File: src/rtl/maze_pkg.sv
`default_nettype none
// =====================================================================
// maze_pkg : shared types and constants for the step BCD converter
// Revision : 1.0
// =====================================================================
package maze_pkg;

  typedef enum logic [1:0] {
    IDLE  = 2'd0,
    SHIFT = 2'd1,
    DONE  = 2'd2
  } conv_state_t;

  localparam int          BCD_DIGIT_W = 4;
  localparam logic [15:0] BCD_MAX_4   = 16'h9999;
  localparam int          BIN_MAX_4   = 9999;

  // Largest binary value representable in the given number of decimal digits.
  function automatic int sat_value(input int digits);
    int r;
    r = 1;
    for (int i = 0; i < digits; i++) r = r * 10;
    return r - 1;
  endfunction

endpackage
`default_nettype wire

File: src/rtl/step_bcd_converter_if.sv
`default_nettype none
// =====================================================================
// step_bcd_converter_if : step input and BCD display outputs
// Revision : 1.0
// =====================================================================
interface step_bcd_converter_if #(
  parameter int IN_W   = 16,
  parameter int DIGITS = 4
);
  logic [IN_W-1:0]     steps;
  logic [4*DIGITS-1:0] bcd;
  logic                bcd_valid;
  logic                busy;

  modport master (output steps, input bcd, input bcd_valid, input busy);
  modport slave  (input steps, output bcd, output bcd_valid, output busy);
endinterface
`default_nettype wire

File: src/rtl/step_bcd_converter_add3.sv
`default_nettype none
// =====================================================================
// bcd_add3 : double-dabble digit corrector (d >= 5 ? d + 3 : d)
// Revision : 1.0
// =====================================================================
module bcd_add3 (
  input  wire logic [3:0] d,
  output logic      [3:0] q
);
  assign q = (d >= 4'd5) ? d + 4'd3 : d;
endmodule
`default_nettype wire

File: src/rtl/step_bcd_converter.sv
`default_nettype none
// =====================================================================
// step_bcd_converter : multi-cycle saturating binary-to-BCD converter
// Revision : 1.0
// =====================================================================
module step_bcd_converter
  import maze_pkg::*;
#(
  parameter int IN_W   = 16,
  parameter int DIGITS = 4
) (
  input  wire logic           clk,
  input  wire logic           clr_n,
  step_bcd_converter_if.slave conv
);

  localparam int          ACC_W   = BCD_DIGIT_W * DIGITS;
  localparam int          CNT_W   = $clog2(IN_W + 1);
  localparam logic [31:0] SAT_BIN = (DIGITS == 4) ? 32'(BIN_MAX_4) : 32'(sat_value(DIGITS));
  localparam logic [IN_W-1:0] SAT_IN = SAT_BIN[IN_W-1:0];

  conv_state_t      state;
  logic [IN_W-1:0]  last_conv;
  logic [IN_W-1:0]  bin;
  logic [ACC_W-1:0] acc;
  logic [CNT_W-1:0] cnt;
  logic [ACC_W-1:0] bcd_q;
  logic             bcd_valid_q;
  logic             busy_q;

  logic [ACC_W-1:0]      acc_adj;
  logic [IN_W-1:0]       clamped;
  logic [ACC_W+IN_W-1:0] shift_vec;

  assign clamped   = (32'(conv.steps) > SAT_BIN) ? SAT_IN : conv.steps;
  assign shift_vec = {acc_adj, bin} << 1;

  for (genvar g = 0; g < DIGITS; g++) begin : g_digit
    bcd_add3 u_add3 (
      .d (acc[g*BCD_DIGIT_W +: BCD_DIGIT_W]),
      .q (acc_adj[g*BCD_DIGIT_W +: BCD_DIGIT_W])
    );
  end

  // last_conv holds the raw input so a change above the clamp still re-converts.
  always_ff @(posedge clk or negedge clr_n) begin
    if (!clr_n) begin
      state       <= IDLE;
      last_conv   <= '0;
      bin         <= '0;
      acc         <= '0;
      cnt         <= '0;
      bcd_q       <= '0;
      bcd_valid_q <= 1'b0;
      busy_q      <= 1'b0;
    end else begin
      bcd_valid_q <= 1'b0;
      case (state)
        IDLE: begin
          if (conv.steps != last_conv) begin
            last_conv <= conv.steps;
            bin       <= clamped;
            acc       <= '0;
            cnt       <= CNT_W'(IN_W);
            busy_q    <= 1'b1;
            state     <= SHIFT;
          end
        end
        SHIFT: begin
          acc <= shift_vec[ACC_W+IN_W-1:IN_W];
          bin <= shift_vec[IN_W-1:0];
          cnt <= cnt - 1'b1;
          if (cnt == CNT_W'(1)) state <= DONE;
        end
        DONE: begin
          bcd_q       <= acc;
          bcd_valid_q <= 1'b1;
          busy_q      <= 1'b0;
          state       <= IDLE;
        end
        default: state <= IDLE;
      endcase
    end
  end

  assign conv.bcd       = bcd_q;
  assign conv.bcd_valid = bcd_valid_q;
  assign conv.busy      = busy_q;

endmodule
`default_nettype wire

File: src/flat_wrapper.sv
// flat-port wrapper written by rule: the top's interface ports become plain ports
module step_bcd_converter_flat import maze_pkg::*;
#(
  parameter int IN_W   = 16,
  parameter int DIGITS = 4
)
  (clk, clr_n, conv_steps, conv_bcd, conv_bcd_valid, conv_busy);
  step_bcd_converter_if #(.IN_W(IN_W), .DIGITS(DIGITS)) conv_i ();
  input  wire logic clk;
  input  wire logic clr_n;
  input wire logic [$bits(conv_i.steps)-1:0] conv_steps;
  output wire logic [$bits(conv_i.bcd)-1:0] conv_bcd;
  output wire logic [$bits(conv_i.bcd_valid)-1:0] conv_bcd_valid;
  output wire logic [$bits(conv_i.busy)-1:0] conv_busy;
  assign conv_i.steps = conv_steps;
  assign conv_bcd = conv_i.bcd;
  assign conv_bcd_valid = conv_i.bcd_valid;
  assign conv_busy = conv_i.busy;
  step_bcd_converter #(.IN_W(IN_W), .DIGITS(DIGITS)) u_core (.clk(clk), .clr_n(clr_n), .conv(conv_i));
endmodule
File: config.mk
export PLATFORM = sky130hd
export DESIGN_NAME = step_bcd_converter_flat
export DESIGN_NICKNAME = d
export VERILOG_FILES = /design/src/rtl/maze_pkg.sv /design/src/rtl/step_bcd_converter_if.sv /design/src/rtl/step_bcd_converter_add3.sv /design/src/rtl/step_bcd_converter.sv /design/src/flat_wrapper.sv
export SDC_FILE = /design/constraint.sdc
export NUM_CORES = 1
export LEC_CHECK = 0
export ABC_AREA = 1
export CAP_MARGIN = 20
export CORE_ASPECT_RATIO = 2
export CORE_MARGIN = 2
export CORE_UTILIZATION = 25
export CTS_CLUSTER_SIZE = 40
export DETAILED_ROUTE_END_ITERATION = 12
export GPL_ROUTABILITY_DRIVEN = 0
export GPL_TIMING_DRIVEN = 0
export REMOVE_ABC_BUFFERS = 1
export SLEW_MARGIN = 10
export SYNTH_ARGS = -nofsm -noshare
export SYNTH_HDL_FRONTEND = slang
export SYNTH_SLANG_ARGS = --single-unit
File: constraint.sdc
create_clock -name clk -period 1.4 [get_ports clk]
set_clock_uncertainty 0.15 [all_clocks]
set_input_delay 0.28 -clock clk [delete_from_list [all_inputs] [get_ports clk]]
set_output_delay 0.28 -clock clk [all_outputs]
set_load 0.005 [all_outputs]
* After elaboration in Yosys (flattened, before gate mapping)
Index checks and enable logic that the tools add are counted.
** Word-level totals
- Flip-flop bits (word level) :: 73
- Bits of input ports :: 18
- Output and inout port bits :: 18
- Word-level logic and storage cells :: 48
** Operators by class
- Add/subtract/negate cells :: 5
- $lt $le $gt $ge :: 5
- Equality and inequality tests :: 6
- Muxes and demuxes :: 17
- Reduce and logical (&&, ||, !) cells :: 7
** Operator list (number)
- 16-bit case mux with 2 select lines :: 2
- 16-bit 2-to-1 mux :: 3
- 4-bit by 3-bit greater-or-equal comparator with 1-bit output (second input constant) :: 4
- 16-bit by 14-bit > comparator with 1-bit output (second input constant) :: 1
- 16-bit != test :: 1
- 4-bit by 2-bit adder with 4-bit output (second input constant) :: 3
- 4-bit 2-to-1 mux :: 3
- 5-bit case mux with 2 select lines :: 1
- 2-bit AND reduction :: 4
- 5-bit by 1-bit equality test with 1-bit output (second input constant) :: 1
- 5-bit 2-to-1 mux :: 1
- 5-bit by 1-bit subtractor with 5-bit output (second input constant) :: 1
- 2-bit 2-to-1 mux :: 2
- 2-bit by 1-bit != test with 1-bit output (second input constant) :: 2
- 2-bit case mux with 2 select lines :: 1
- 2-bit nonzero test :: 2
- 3-bit by 2-bit adder with 3-bit output (second input constant) :: 1
- 3-bit 2-to-1 mux :: 1
- 2-bit by 1-bit equality test with 1-bit output (second input constant) :: 1
- 2-bit equality test (second input constant) :: 1
- 2-bit zero test :: 1
- 1-bit 2-to-1 mux :: 2
- 1-bit case mux with 2 select lines :: 1

* Depth between registers and ports, before layout
- Depth after elaboration :: 4
- Mapped depth :: 12
- Depth with buffers taken out :: 11

* Modules after synthesis
From an unflattened synthesis, not the netlist that was laid out.
** Second synthesis, totals
- Cells, all modules :: 548
- Area, all modules :: 4031.4 um^2
** By module, submodules not included
- step_bcd_converter :: times used 1, cells an instance 456, area an instance 3490.8 um^2, seq. area each 1826.8 um^2
- bcd_add3 :: times used 4, cells an instance 23, area an instance 135.1 um^2, seq. area each 0.0 um^2

* Least setup slack after synthesis
OpenSTA, ideal clock, no wires.
- Path type :: register to register
- Start :: register u_core.last_conv[2]
- End :: register u_core.bin[13]
- Library setup time :: 117 ps
- Arrival :: 1217 ps
- Required time :: 1133 ps
- Slack :: -84 ps
- Cell stages (with the launch flop) :: 12
- Clock period less this slack :: 1484 ps
- Path through :: dfrtp_1 -> nand2_1 -> nand2_1 -> nor2_1 -> nand2_1 -> nor2_1 -> nand2_1 -> nand2_2 -> nand2_2 -> buf_6 -> nand2_1 -> nand2_1
** Between the ends
- Cells in the longest elaborated chain, start to end :: 3
** Ends and longest elaborated chain
- start: declaration :: RTL line step_bcd_converter.sv:23 : logic [IN_W-1:0] last_conv;
- start signal: assignment :: RTL line step_bcd_converter.sv:61 : last_conv <= conv.steps;
- 16-bit != test :: RTL line step_bcd_converter.sv:60 : if (conv.steps != last_conv) begin
- 2-bit by 1-bit != test with 1-bit output (no line)
- 2-bit AND reduction (no line)
- end signal: assignment :: RTL line step_bcd_converter.sv:62 : bin <= clamped;
- end signal: assignment :: RTL line step_bcd_converter.sv:71 : bin <= shift_vec[IN_W-1:0];
- end: declaration :: RTL line step_bcd_converter.sv:24 : logic [IN_W-1:0] bin;
Every way passes these cells.
A chain may end at the register's enable or synchronous reset.

* Worst setup path after layout
- Start :: register u_core.last_conv[8]
- End :: register u_core.acc[12]
** Between the ends
- Cells in the longest elaborated chain, start to end :: 3
** Ends and longest elaborated chain
- 16-bit != test :: RTL line step_bcd_converter.sv:60
- 2-bit by 1-bit != test with 1-bit output (no line)
- 2-bit AND reduction (no line)
- end signal: assignment :: RTL line step_bcd_converter.sv:70 : acc <= shift_vec[ACC_W+IN_W-1:IN_W];
- end: declaration :: RTL line step_bcd_converter.sv:25 : logic [ACC_W-1:0] acc;
Every way passes these cells.

==> results.json <==
{
  "status": "finished with violations",
  "failed_checks": "setup timing",
  "fin_crit_sh_pct": 123,
  "num-fill-cells": 1491,
  "dp_slack_ns": -1.48,
  "fmax_ghz": 0.579,
  "clock_latency_ns": 0.34,
  "synth_compound_area_share_pct": 10.2,
  "grt_overflow": 0,
  "grt_pass1_vias": 3431,
  "relSlewSlack_pct": 67.2,
  "antenna_found_initial": 0,
  "yosysSeqAreaShare_pct": 48.7,
  "layout_setup_ws_ns": -0.328,
  "slew_viol_final": 0,
  "muxShareOfSynthArea_pct": 0,
  "setup_viol": 71,
  "leakagePower_nw": 2.75,
  "grtUsageTotal_pct": 13.4,
  "whs_ns": 0.205,
  "core_um2": 14700,
  "clk_pin_slew_worst_paths_ns": 0.06,
  "routed_wl_mm": 10.3,
  "start_util_pct": 25.5,
  "grt_pass1_wl_mm": 16.8,
  "num_rows": 63,
  "synth_xor_area_share_pct": 0.933,
  "syn_to_final_growth_pct": 45.6,
  "synth_cell_types": 22,
  "synth_top_area_share_pct": 48.7,
  "cts_buffer_depth": 2,
  "min_path_type": "input port to register",
  "rsz0062_at_grt": "yes",
  "port-buffer-count": 35,
  "cts.sinks": 73,
  "antenna_left": 0,
  "worst_pin_slew_ns": 0.492,
  "maxCapViolCount": 0,
  "clock-root-buffer": "clkbuf_16",
  "synth-main-ff-cell": "dfrtp_1",
  "cp_max_fo": 6,
  "syn-instance-count": 501,
  "tritoncts": "built",
  "routed_via_density": 4.54,
  "synth-simple-area-share_pct": 27.5,
  "ys_warn_count": 0,
  "drive_above_1_share_pct": 25.9,
  "cp_top_family": "simple AND/OR/NAND/NOR gates",
  "power_density_nw_per_um2": 2150,
  "cp_num_buf_inv": 3,
  "synth_top_area_cell": "dfrtp_1",
  "ir_drop_uv": 672,
  "crit_slowest_cell": "dfrtp_1",
  "drt_iter0_markers": 236,
  "num_vias": 3502,
  "syn_area_um2": 3750,
  "wire_per_inst_um": 13.3,
  "crit_required_ns": 1.53,
  "dp_hpwl_mm": 5.87,
  "worstSetupStartpointType": "register",
  "drcViolationCount": 0,
  "crit_top_cell": "nand2_1",
  "cp_slowest_stage_delay_ns": 0.38,
  "synth-edff-count": 0,
  "layout_commonest_cell": "nand2_1",
  "yosys.area_share.adder_pct": 3.33,
  "nNetsFinal": 599,
  "end_kind": "register",
  "die-area_um2": 16100,
  "finalPower_mw": 11.7,
  "syn_avg_cell_area_um2": 7.49,
  "numCtsBuffers": 9,
  "htreeDepth": 3,
  "die_w_um": 90.6,
  "boundaryPins": 36,
  "period_minus_slack_ns": 1.73,
  "synthArstFlopShare_pct": 100,
  "worstPathCellList": "inv_1 -> nand2_1 -> nand2_1 -> nor2_1 -> nand2_1 -> nor2_2 -> nand2_2 -> nand2_8 -> buf_12 -> clkbuf_16 -> nand3_2 -> nand2_1",
  "worst_ep_arrival_time_ns": 1.86,
  "grt_max_degree": 40,
  "synth_seq_cells": 73,
  "antennaDiodeCount": 0,
  "final_cell_mix": "124 x nand2_1, 72 x dfrtp_1, 57 x inv_1",
  "synthTopCellsByArea": "dfrtp_1 49%, nand2_1 17%, o21ai_0 7.9%, nand3_1 6.7%, inv_1 6.2%",
  "synth_top_family_by_area": "simple AND/OR/NAND/NOR gates",
  "crit_type": "register to register",
  "final_hold_viol_count": 0,
  "drt_first_pass_iters": 4,
  "die_h_um": 177
}
-- flip-flops by register name (all words and copies together) (netlist names) --
name,flops
u_core.bin,16
u_core.last_conv,16
u_core.conv.bcd_valid,1
u_core.cnt,5
u_core.state,2
u_core.conv.busy,1
u_core.conv.bcd,16
u_core.acc,16
-- routing by layer --
| metal | wire length [um] | vias to the layer above | global-route usage (%) |
|---|---|---|---|
| met5 | 0 | - | 0 |
| met4 | 363 | 0 | 6.99 |
| met3 | 292 | 22 | 2.12 |
| met2 | 5930 | 65 | 26.2 |
| met1 | 3670 | 1686 | 13.2 |
| li1 | - | 1729 | - |
-- cell type report --
type                       instances  area (um2)  share of cell area, %
multi-input combinational        346        1940                   35.5
clock buffer                      12         256                   4.69
timing repair buffer              74         853                   15.6
inverter                          65         254                   4.65
tap                              195         244                   4.46
sequential                        73        1830                   33.4
clock inverter                     4        75.1                   1.37
timing repair inverter             2        15.0                  0.275
-- per-stage QoR --
stage / util (%) / setup TNS (ns) / cell area (um2) / std cells
floorplan: - / -42.86 / 3640 / 481
global placement: 28.8 / -312.72 / 4240 / 711
detailed placement: 29.2 / -67.10 / 4300 / 714
CTS: 35.6 / -18.34 / 5240 / 767
global route: 37.1 / -24.73 / 5470 / 771
finish: 37.1 / -17.10 / 5470 / 771
-- cell usage after synthesis, types with 2 or more instances --
cell type,instances
buf_2,3
dfrtp_1,73
nor2_1,29
xor2_1,4
buf_1,5
inv_2,3
a21oi_1,13
ha_1,10
nand2_2,2
clkbuf_1,5
inv_1,62
o21ai_0,59
nand2_1,168
nand3_1,50
buf_4,6
nand4_1,3
-- worst register-to-register path: cells and delay by family (launching register included) --
kind	cells	cell delay, ns
flops	1	0.38
simple gates	9	0.79
buf+inv	3	0.35
-- logic make-up (layout without fill, tap and decap cells) --
kind of cell | after synthesis | after routing
flip-flops | 73 | 73
AND/OR/NAND/NOR | 254 | 257
XOR/XNOR | 4 | 4
buffers and inverters | 85 | 157
AO/OA/AOI/OAI | 75 | 75
adder cells (fa/ha/maj) | 10 | 10
-- repair_timing --
item	in CTS	in global routing
resized for setup	138	66
endpoints found under the hold margin	34	0
hold buffers	1	0
setup endpoints to repair	89	74
pin swaps	9	9
gates cloned	11	2
setup buffers	25	4
-- where the power goes --
part / switching [mW] / total [mW] / internal (mW)
combinational: 3.38 / 5.95 / 2.57
clock: 0.914 / 2.57 / 1.66
sequential: 0.510 / 3.22 / 2.71
total: 4.80 / 11.7 / 6.94
-- path summary, 6_finish.rpt --
path / startpoint / to / slack, ns / cells past startpoint
max in group asynchronous: clr_n / u_core.conv.bcd[9] / 0.23 / 3
worst max-delay path: u_core.last_conv[8] / u_core.acc[12] / -0.33 / 12
worst max register to register: u_core.last_conv[8] / u_core.acc[12] / -0.33 / 12
min in group asynchronous: clr_n / u_core.conv.bcd[0] / 0.29 / 2
worst min register to register: u_core.bin[14] / u_core.bin[15] / 0.33 / 2
worst min-delay path: conv_steps[15] / u_core.last_conv[15] / 0.20 / 3
No activity file was read; power rests on OpenSTA's default activity.
